`config.mk`:
```
export PLATFORM = sky130hd
export DESIGN_NAME = lmdpl_nand_vec
export DESIGN_NICKNAME = d
export VERILOG_FILES = /design/src/rtl/lmdpl_nand_vec.sv
export SDC_FILE = /design/constraint.sdc
export NUM_CORES = 1
export LEC_CHECK = 0
export BUFFER_PORTS_ARGS = -buffer_cell sky130_fd_sc_hd__buf_2
export CAP_MARGIN = 15
export CELL_PAD_IN_SITES_DETAIL_PLACEMENT = 1
export CELL_PAD_IN_SITES_GLOBAL_PLACEMENT = 2
export CORE_MARGIN = 10
export CORE_UTILIZATION = 40
export CTS_BUF_LIST = sky130_fd_sc_hd__clkbuf_8
export CTS_CLUSTER_DIAMETER = 50
export DETAILED_ROUTE_END_ITERATION = 8
export PLACE_DENSITY = 0.9
export SLEW_MARGIN = 5
export SYNTH_ARGS = -nofsm -noshare
export SYNTH_HDL_FRONTEND = slang
export SYNTH_SLANG_ARGS = --single-unit
```
`constraint.sdc`:
```
create_clock -name clk -period 1.7 [get_ports clk]
set_clock_uncertainty 0.2 [all_clocks]
set_input_delay 0.34 -clock clk [delete_from_list [all_inputs] [get_ports clk]]
set_output_delay 0.34 -clock clk [all_outputs]
set_load 0.02 [all_outputs]
```
`src/rtl/lmdpl_nand_vec.sv`:
```
// ----------------------------------------------------------------------------
// lmdpl_nand_vec
//
// WIDTH-bit masked dual-rail precharge NAND stage. Each bit-slice computes
// out_m = ~(in0 & in1) ^ m_out. The unmasked operands are never formed.
//
// Per operation the block does the following:
//   - accepts a masked operand word with its masks over a valid/ready handshake;
//   - runs one precharge cycle, in which it:
//       * forces out_m to zero,
//       * samples a fresh output mask from rnd,
//       * builds a per-bit 4-entry lookup table from the masks;
//   - evaluates for EVAL_CYCLES cycles by indexing that table with the masked
//     operand bits only;
//   - presents the result over a valid/ready handshake;
//   - wipes the captured operands and the table when the result is taken.
//
// Parameters:
//   WIDTH        number of independent masked NAND bit-slices (>= 1)
//   EVAL_CYCLES  evaluate-phase length in clock cycles (>= 1)
//
// Ports:
//   clk        rising-edge clock
//   rst_n      asynchronous active-low reset
//   in_valid   operand word valid
//   in_ready   block idle and able to accept an operand word
//   in0_m      masked operand 0 (in0 ^ m_in0)
//   in1_m      masked operand 1 (in1 ^ m_in1)
//   m_in0      mask of operand 0
//   m_in1      mask of operand 1
//   rnd        fresh PRNG bits; becomes m_out during precharge
//   precharge  high for the single precharge cycle
//   out_valid  result valid
//   out_ready  downstream accepts the result
//   out_m      masked result
//   m_out      output mask belonging to out_m
// ----------------------------------------------------------------------------
module lmdpl_nand_vec #(
    parameter int WIDTH       = 8,
    parameter int EVAL_CYCLES = 3
) (
    input  logic             clk,
    input  logic             rst_n,
    input  logic             in_valid,
    output logic             in_ready,
    input  logic [WIDTH-1:0] in0_m,
    input  logic [WIDTH-1:0] in1_m,
    input  logic [WIDTH-1:0] m_in0,
    input  logic [WIDTH-1:0] m_in1,
    input  logic [WIDTH-1:0] rnd,
    output logic             precharge,
    output logic             out_valid,
    input  logic             out_ready,
    output logic [WIDTH-1:0] out_m,
    output logic [WIDTH-1:0] m_out
);

    // A one-bit counter is kept even for EVAL_CYCLES == 1 so the vector is never empty.
    localparam int CNT_W = (EVAL_CYCLES > 1) ? $clog2(EVAL_CYCLES) : 1;
    localparam logic [CNT_W-1:0] CNT_LOAD = CNT_W'(EVAL_CYCLES - 1);
    localparam logic [CNT_W-1:0] CNT_ZERO = CNT_W'(0);
    localparam logic [CNT_W-1:0] CNT_ONE  = CNT_W'(1);

    typedef enum logic [1:0] {
        ST_IDLE      = 2'd0,
        ST_PRECHARGE = 2'd1,
        ST_EVAL      = 2'd2,
        ST_DONE      = 2'd3
    } state_t;

    // Four table entries for one slice, indexed by {a, b}:
    //   t[{a,b}] = ~((a ^ m0) & (b ^ m1)) ^ mo
    // Entry order is {a,b} = 00, 01, 10, 11.
    function automatic logic [3:0] build_slice(input logic m0, input logic m1, input logic mo);
        logic [3:0] t;
        t[0] = ~((1'b0 ^ m0) & (1'b0 ^ m1)) ^ mo;
        t[1] = ~((1'b0 ^ m0) & (1'b1 ^ m1)) ^ mo;
        t[2] = ~((1'b1 ^ m0) & (1'b0 ^ m1)) ^ mo;
        t[3] = ~((1'b1 ^ m0) & (1'b1 ^ m1)) ^ mo;
        return t;
    endfunction

    // Select one table entry using masked operand bits only.
    function automatic logic lookup_slice(input logic [3:0] t, input logic a_m, input logic b_m);
        return t[{a_m, b_m}];
    endfunction

    state_t                 state_r;
    state_t                 state_next_s;
    logic [CNT_W-1:0]       cnt_r;
    logic [WIDTH-1:0]       in0_m_r;
    logic [WIDTH-1:0]       in1_m_r;
    logic [WIDTH-1:0]       m_in0_r;
    logic [WIDTH-1:0]       m_in1_r;
    logic [4*WIDTH-1:0]     tbl_r;
    logic [4*WIDTH-1:0]     tbl_new_s;
    logic [WIDTH-1:0]       eval_res_s;
    logic [WIDTH-1:0]       out_m_r;
    logic [WIDTH-1:0]       m_out_r;
    logic                   in_ready_r;
    logic                   precharge_r;
    logic                   out_valid_r;
    logic                   in_ready_d_s;
    logic                   precharge_d_s;
    logic                   out_valid_d_s;
    logic                   accept_s;
    logic                   release_s;
    logic                   eval_last_s;

    // Handshake and phase events, decoded from registered state only.
    always_comb begin
        accept_s    = (state_r == ST_IDLE) && in_valid;
        release_s   = (state_r == ST_DONE) && out_ready;
        eval_last_s = (state_r == ST_EVAL) && (cnt_r == CNT_ZERO);
    end

    // State register.
    always_ff @(posedge clk or negedge rst_n) begin
        if (!rst_n) begin
            state_r <= ST_IDLE;
        end else begin
            state_r <= state_next_s;
        end
    end

    // Next-state logic.
    always_comb begin
        state_next_s = state_r;
        case (state_r)
            ST_IDLE: begin
                if (in_valid) begin
                    state_next_s = ST_PRECHARGE;
                end else begin
                    state_next_s = ST_IDLE;
                end
            end
            ST_PRECHARGE: begin
                state_next_s = ST_EVAL;
            end
            ST_EVAL: begin
                if (cnt_r == CNT_ZERO) begin
                    state_next_s = ST_DONE;
                end else begin
                    state_next_s = ST_EVAL;
                end
            end
            ST_DONE: begin
                if (out_ready) begin
                    state_next_s = ST_IDLE;
                end else begin
                    state_next_s = ST_DONE;
                end
            end
            default: begin
                state_next_s = ST_IDLE;
            end
        endcase
    end

    // Status decodes of the next state.
    // They are registered below, so each status output is a pure decode of state_r.
    always_comb begin
        in_ready_d_s  = 1'b0;
        precharge_d_s = 1'b0;
        out_valid_d_s = 1'b0;
        case (state_next_s)
            ST_IDLE:      in_ready_d_s  = 1'b1;
            ST_PRECHARGE: precharge_d_s = 1'b1;
            ST_EVAL:      out_valid_d_s = 1'b0;
            ST_DONE:      out_valid_d_s = 1'b1;
            default:      in_ready_d_s  = 1'b0;
        endcase
    end

    // Status output registers.
    // in_ready comes out of reset high because the reset state is IDLE.
    always_ff @(posedge clk or negedge rst_n) begin
        if (!rst_n) begin
            in_ready_r  <= 1'b1;
            precharge_r <= 1'b0;
            out_valid_r <= 1'b0;
        end else begin
            in_ready_r  <= in_ready_d_s;
            precharge_r <= precharge_d_s;
            out_valid_r <= out_valid_d_s;
        end
    end

    // Evaluate-phase counter.
    // It is loaded during precharge and counts down to zero.
    always_ff @(posedge clk or negedge rst_n) begin
        if (!rst_n) begin
            cnt_r <= CNT_ZERO;
        end else if (state_r == ST_PRECHARGE) begin
            cnt_r <= CNT_LOAD;
        end else if ((state_r == ST_EVAL) && (cnt_r != CNT_ZERO)) begin
            cnt_r <= cnt_r - CNT_ONE;
        end else begin
            cnt_r <= cnt_r;
        end
    end

    // Operand capture.
    // Operands are captured on accept and wiped when the result leaves.
    always_ff @(posedge clk or negedge rst_n) begin
        if (!rst_n) begin
            in0_m_r <= {WIDTH{1'b0}};
            in1_m_r <= {WIDTH{1'b0}};
            m_in0_r <= {WIDTH{1'b0}};
            m_in1_r <= {WIDTH{1'b0}};
        end else if (accept_s) begin
            in0_m_r <= in0_m;
            in1_m_r <= in1_m;
            m_in0_r <= m_in0;
            m_in1_r <= m_in1;
        end else if (release_s) begin
            in0_m_r <= {WIDTH{1'b0}};
            in1_m_r <= {WIDTH{1'b0}};
            m_in0_r <= {WIDTH{1'b0}};
            m_in1_r <= {WIDTH{1'b0}};
        end else begin
            in0_m_r <= in0_m_r;
            in1_m_r <= in1_m_r;
            m_in0_r <= m_in0_r;
            m_in1_r <= m_in1_r;
        end
    end

    // Per-slice table construction and masked lookup.
    // The slices are independent, with no cross-bit terms.
    always_comb begin
        tbl_new_s  = {(4*WIDTH){1'b0}};
        eval_res_s = {WIDTH{1'b0}};
        for (int i = 0; i < WIDTH; i++) begin
            tbl_new_s[4*i +: 4] = build_slice(m_in0_r[i], m_in1_r[i], rnd[i]);
            eval_res_s[i]       = lookup_slice(tbl_r[4*i +: 4], in0_m_r[i], in1_m_r[i]);
        end
    end

    // Output mask and table registers.
    // rnd is sampled only in precharge, and m_out then holds until the next precharge.
    always_ff @(posedge clk or negedge rst_n) begin
        if (!rst_n) begin
            m_out_r <= {WIDTH{1'b0}};
            tbl_r   <= {(4*WIDTH){1'b0}};
        end else if (state_r == ST_PRECHARGE) begin
            m_out_r <= rnd;
            tbl_r   <= tbl_new_s;
        end else if (release_s) begin
            m_out_r <= m_out_r;
            tbl_r   <= {(4*WIDTH){1'b0}};
        end else begin
            m_out_r <= m_out_r;
            tbl_r   <= tbl_r;
        end
    end

    // Masked result register.
    // It is cleared on accept so it reads zero through precharge.
    // It is loaded on the last evaluate cycle and wiped when the result is taken.
    always_ff @(posedge clk or negedge rst_n) begin
        if (!rst_n) begin
            out_m_r <= {WIDTH{1'b0}};
        end else if (accept_s || release_s) begin
            out_m_r <= {WIDTH{1'b0}};
        end else if (eval_last_s) begin
            out_m_r <= eval_res_s;
        end else begin
            out_m_r <= out_m_r;
        end
    end

    assign in_ready  = in_ready_r;
    assign precharge = precharge_r;
    assign out_valid = out_valid_r;
    assign out_m     = out_m_r;
    assign m_out     = m_out_r;

    lmdpl_nand_vec_chk #(.WIDTH(WIDTH)) u_chk (
        .clk       (clk),
        .rst_n     (rst_n),
        .in_ready  (in_ready_r),
        .precharge (precharge_r),
        .out_valid (out_valid_r),
        .out_ready (out_ready),
        .out_m     (out_m_r),
        .m_out     (m_out_r)
    );

endmodule

// ----------------------------------------------------------------------------
// lmdpl_nand_vec_chk
//
// Protocol properties of the NAND stage outputs. This module has no outputs.
//
// Ports:
//   all inputs; they mirror the stage's status and result outputs
// ----------------------------------------------------------------------------
module lmdpl_nand_vec_chk #(
    parameter int WIDTH = 8
) (
    input logic             clk,
    input logic             rst_n,
    input logic             in_ready,
    input logic             precharge,
    input logic             out_valid,
    input logic             out_ready,
    input logic [WIDTH-1:0] out_m,
    input logic [WIDTH-1:0] m_out
);

    // At most one phase status is active at a time.
    a_one_phase: assert property (@(posedge clk) disable iff (!rst_n)
        !((in_ready && precharge) || (in_ready && out_valid) || (precharge && out_valid)));

    // Precharge lasts exactly one cycle.
    a_pre_single: assert property (@(posedge clk) disable iff (!rst_n)
        precharge |=> !precharge);

    // Output is zero while precharging.
    a_pre_zero: assert property (@(posedge clk) disable iff (!rst_n)
        precharge |-> (out_m == {WIDTH{1'b0}}));

    // A stalled result holds its value and its mask.
    a_hold: assert property (@(posedge clk) disable iff (!rst_n)
        (out_valid && !out_ready) |=> (out_valid && $stable(out_m) && $stable(m_out)));

endmodule

```
; ---- After elaboration in Yosys (flattened, before gate mapping)
; Cells that the tools add are included.
[totals]
in_bits = 44
word_cells = 185
out_inout_bits = 19
regBits = 87
[classes]
n_reduce_logical = 13
magnitude_cmp = 8
eq_ne = 5
bitwise = 112
n_mux = 34
n_addsub = 1
[op_table]
columns = cell, count
row1 = 32-bit 2-to-1 mux, 2
row2 = 8-bit 2-to-1 mux, 7
row3 = 1-bit inverter, 48
row4 = 1-bit bitwise AND, 32
row5 = 1-bit XOR, 32
row6 = 2-bit by 3-bit < comparator with 1-bit output (second input constant), 8
row7 = 1-bit binary-select mux with 2-bit select, 8
row8 = 1-bit 2-to-1 mux, 13
row9 = 2-bit nonzero test, 5
row10 = 2-bit case mux with 4 select lines, 1
row11 = 2-bit == test (second input constant), 3
row12 = 2-bit logical NOT, 3
row13 = 2-bit 2-to-1 mux, 3
row14 = 2-bit by 1-bit == test with 1-bit output (second input constant), 2
row15 = 1-bit logical AND, 4
row16 = 2-bit by 1-bit subtractor with 2-bit output (second input constant), 1
row17 = 1-bit logical OR, 1

; ---- Depth between registers and ports, before layout
[logic_depth]
word_depth = 5
depth_mapped = 6
depth_no_buf = 5

; ---- Least setup slack after synthesis
; OpenSTA, ideal clock, no wires.
[synth_path]
path_type = reg-to-reg
start = register cnt_r[0]
end = register out_m_r[7], in the netlist out_m[7]
path_stages_with_launch = 7
period_less_slack_ps = 1582
required_time_ps = 1379
path_slack_ps = 118
arrival_ps = 1261
setup_time_ps = 121
path_cell_list = dfrtp_1 > inv_1 > ha_1 > nor2b_1 > and2_1 > clkbuf_1 > a22o_1
[synth_via]
elab_chain_cells = 3
[synth_rtl]
columns = item, line_no
row1 = start: declaration, 90  ; logic [CNT_W-1:0] cnt_r;
row2 = start signal: assignment, 197  ; cnt_r <= cnt_r - CNT_ONE;
row3 = start signal: assignment, 199  ; cnt_r <= cnt_r;
row4 = 2-bit logical NOT, 114  ; eval_last_s = (state_r == ST_EVAL) && (cnt_r == CNT_ZERO);
row5 = 1-bit logical AND, 114
row6 = 2-bit nonzero test (no source line), -
row7 = end signal: assignment, 263  ; out_m_r <= {WIDTH{1'b0}};
row8 = end signal: assignment, 265  ; out_m_r <= {WIDTH{1'b0}};
row9 = end signal: assignment, 267  ; out_m_r <= eval_res_s;
row10 = end: declaration, 98  ; logic [WIDTH-1:0] out_m_r;
; Every way passes these cells.
; A chain may end at the register's enable or synchronous reset.

; ---- Worst setup path in the final report
[layout_path]
start = register cnt_r[0]
end = register out_m_r[0], in the netlist out_m[0]
; Same word-level chain as after synthesis.

==> flow_metrics.py <==
metrics = {
    "outcome": {
        "status": "completed",
    },
    "logic_synthesis": {
        "yosys.area.top_type": "dfrtp_1",
        "synth_commonest_cells": "dfrtp_1, a22o_1, xnor2_1, nor2b_1",
        "synth-main-ff-cell": "dfrtp_1",
        "async_reset_ff_frac": 1.000,
        "synth_warnings": 0,
        "synth.distinct_cells": 32,
        "synthCells": 289,
        "synthTopCellsByArea": "dfrtp_1, a22o_1, xnor2_1",
        "synth_edf_count": 0,
        "synth.most_common_cell": "dfrtp_1",
        "synth_area_per_cell_sq_um": 13.23,
        "ys_seq_elements": 87,
        "yosysSeqAreaShare": 0.5697,
        "synth_top_cell_area_share": 0.5628,
        "synth_nets": 334,
        "synthesis.area_sq_mm": 0.003824,
    },
    "global_routing": {
        "grt_max_degree": 64,
        "grt_pass1_wl_um": 14660,
        "grt_pass1_vias": 2875,
        "antenna_found_initial": 0,
        "grt_usage": 0.1277,
        "gr-total-overflow": 0,
    },
    "placement": {
        "io_buffers": 62,
        "dp_hpwl_um": 6203,
        "routabilityCongestion": 0.7095,
        "dpl_cell_area_sq_mm": 0.004350,
        "placed_cells": 469,
    },
    "final_layout": {
        "area_growth_pct": 22.41,
        "regArea_sq_mm": 0.002178,
        "final_util": 0.5042,
        "multiInputGateArea_sq_mm": 0.001531,
        "layout-drive-gt1-share": 0.3081,
        "diodes": 0,
        "num-fill-cells": 993,
        "stdcell_count": 499,
        "nets": 410,
        "final_area_sq_mm": 0.004681,
    },
    "drt": {
        "drtPass1Iterations": 4,
        "drc": 0,
        "first_iter_violations": 76,
        "totalWireLength_um": 8717,
        "drt-wirelength-per-cell_um": 17.47,
        "vias": 2551,
        "ant_nets": 0,
        "viasPerCell": 5.112,
    },
    "power": {
        "peakVddDrop_mv": 0.6434,
        "power_density_mw_per_mm2": 1730,
        "leakage_nw": 2.210,
    },
    "clock_network": {
        "ctsHtreeMaxLevel": 3,
        "clock-sinks": 87,
        "clk_latency_ps": 350,
        "numCtsBuffers": 9,
        "cts_tree": "yes",
        "clk_path_buf_depth": 2,
        "cts_root_buffer": "clkbuf_8",
        "clk_pin_slew_ps": 80,
    },
    "timing": {
        "fmax_mhz": 614.5,
        "fin_crit_sh": 0.9573,
        "min_period_ps": 1627,
        "worst_pin_slew_ps": 373.5,
        "rsz0062_at_grt": "no",
        "maxSlewViolCount": 0,
        "hold_viol": 0,
        "hold_slack_ps": 21.07,
        "report.final.setup_viol": 0,
        "slew_headroom": 0.7510,
    },
    "floorplan": {
        "die_w_um": 117.8,
        "die_area_sq_mm": 0.01387,
        "die_y_um": 117.8,
        "fp.coreArea_sq_mm": 0.009284,
        "row_count": 35,
        "start_util": 0.4119,
        "io_pins": 63,
    },
    "setup_path": {
        "crit_type": "reg2reg",
        "worst_setup_path_start_kind": "register",
        "critPathRequiredTime_ps": 1780,
        "endpoint_kind": "register",
        "crit_fanout": 8,
        "critPathArrivalTime_ps": 1700,
    },
    "job": {
        "cap_violations": 0,
    },
    "worst_hold_path": {
        "min_path_type": "in2reg",
    },
}
power breakdown:
part / switching, mW / internal [mW]
logic: 1.49 / 1.70
clock network: 0.684 / 0.698
registers: 0.620 / 2.90
state kept, by name, summed over array words and instances (netlist names):
signal and count:
state_r 2, cnt_r 2, tbl_r 32, in1_m_r 8
m_in1_r 8, m_out 8, in0_m_r 8, out_m 8
in_ready 1, out_valid 1, precharge 1, m_in0_r 8
cell type report:
type	count	area share
Tap cell	129	0.03448
Inverter	3	0.002406
Multi-Input combinational cell	175	0.3272
Clock inverter	6	0.01069
Clock buffer	10	0.02940
Timing Repair Buffer	89	0.1304
Sequential cell	87	0.4654
metrics by stage:
stage / worst slack (ps) / total power, mW / TNS [ps]
after floorplan: 117.8 / 5.720 / 0
after global placement: 73.65 / 6.588 / 0
after detailed placement: -41.84 / 6.762 / -122.9
after CTS: 18.21 / 8.197 / 0
after global routing: 0.5077 / 8.687 / 0
final: 72.63 / 8.097 / 0
path summary, 6_finish.rpt:
kind	slack (ps)	end	start	cells past startpoint
setup / recovery	70	out_m[0]	cnt_r[0]	5
hold / removal	20	in1_m_r[5]	in1_m[5]	2
setup reg to reg	70	out_m[0]	cnt_r[0]	5
hold reg to reg	300	cnt_r[1]	cnt_r[1]	1
max in group asynchronous	650	in_ready	rst_n	3
min in group asynchronous	330	tbl_r[28]	rst_n	3
timing repair:
item,4_1_cts,5_1_grt
cloned,0,0
buffers inserted,0,1
pin swaps,1,2
hold buffers,11,2
gates resized for setup,1,2
endpoints found under the setup margin,8,8
endpoints found under the hold margin,96,2
cell usage in the layout (no fill, tap or decap), types with 2 or more instances in the layout:
cell            n
xnor2_1        24
clkbuf_8       10
dlygate4sd3_1  13
buf_12          5
nor2b_1        18
dfrtp_1        86
nand2_1         8
mux2_2          9
buf_4          10
xor2_1          8
a22o_1         72
mux4_2          8
inv_1           7
a21oi_1         2
nor2_1         10
buf_2          61
per-layer routing:
layer / GRT usage / wire length, um / up-vias
met2: 0.2094 / 4361 / 54
met4: 0.03941 / 98 / 0
met3: 0.03933 / 368 / 8
li1: - / - / 1196
met1: 0.1569 / 3889 / 1293
met5: 0 / 0 / -
worst max-delay path: stages, from the launching register on:
cell and delay [ps]:
dfrtp_1 340, inv_1 60, ha_2 190, mux2_2 290
a21oi_4 300, a22o_1 190
kinds of logic (layout without fill, tap and decap cells):
| logic type | after synthesis | after routing | synth area share |
|---|---|---|---|
| AND/OR/NAND/NOR | 45 | 45 | 0.06643 |
| AO/OA/AOI/OAI | 80 | 80 | 0.1813 |
| buffers and inverters | 27 | 108 | 0.03240 |
| adder cells (fa/ha/maj) | 1 | 1 | 0.003272 |
| flip-flops | 87 | 87 | 0.5697 |
| XOR/XNOR | 32 | 32 | 0.07330 |
| multiplexers | 17 | 17 | 0.07363 |
Power figures use the tool's default switching activity.
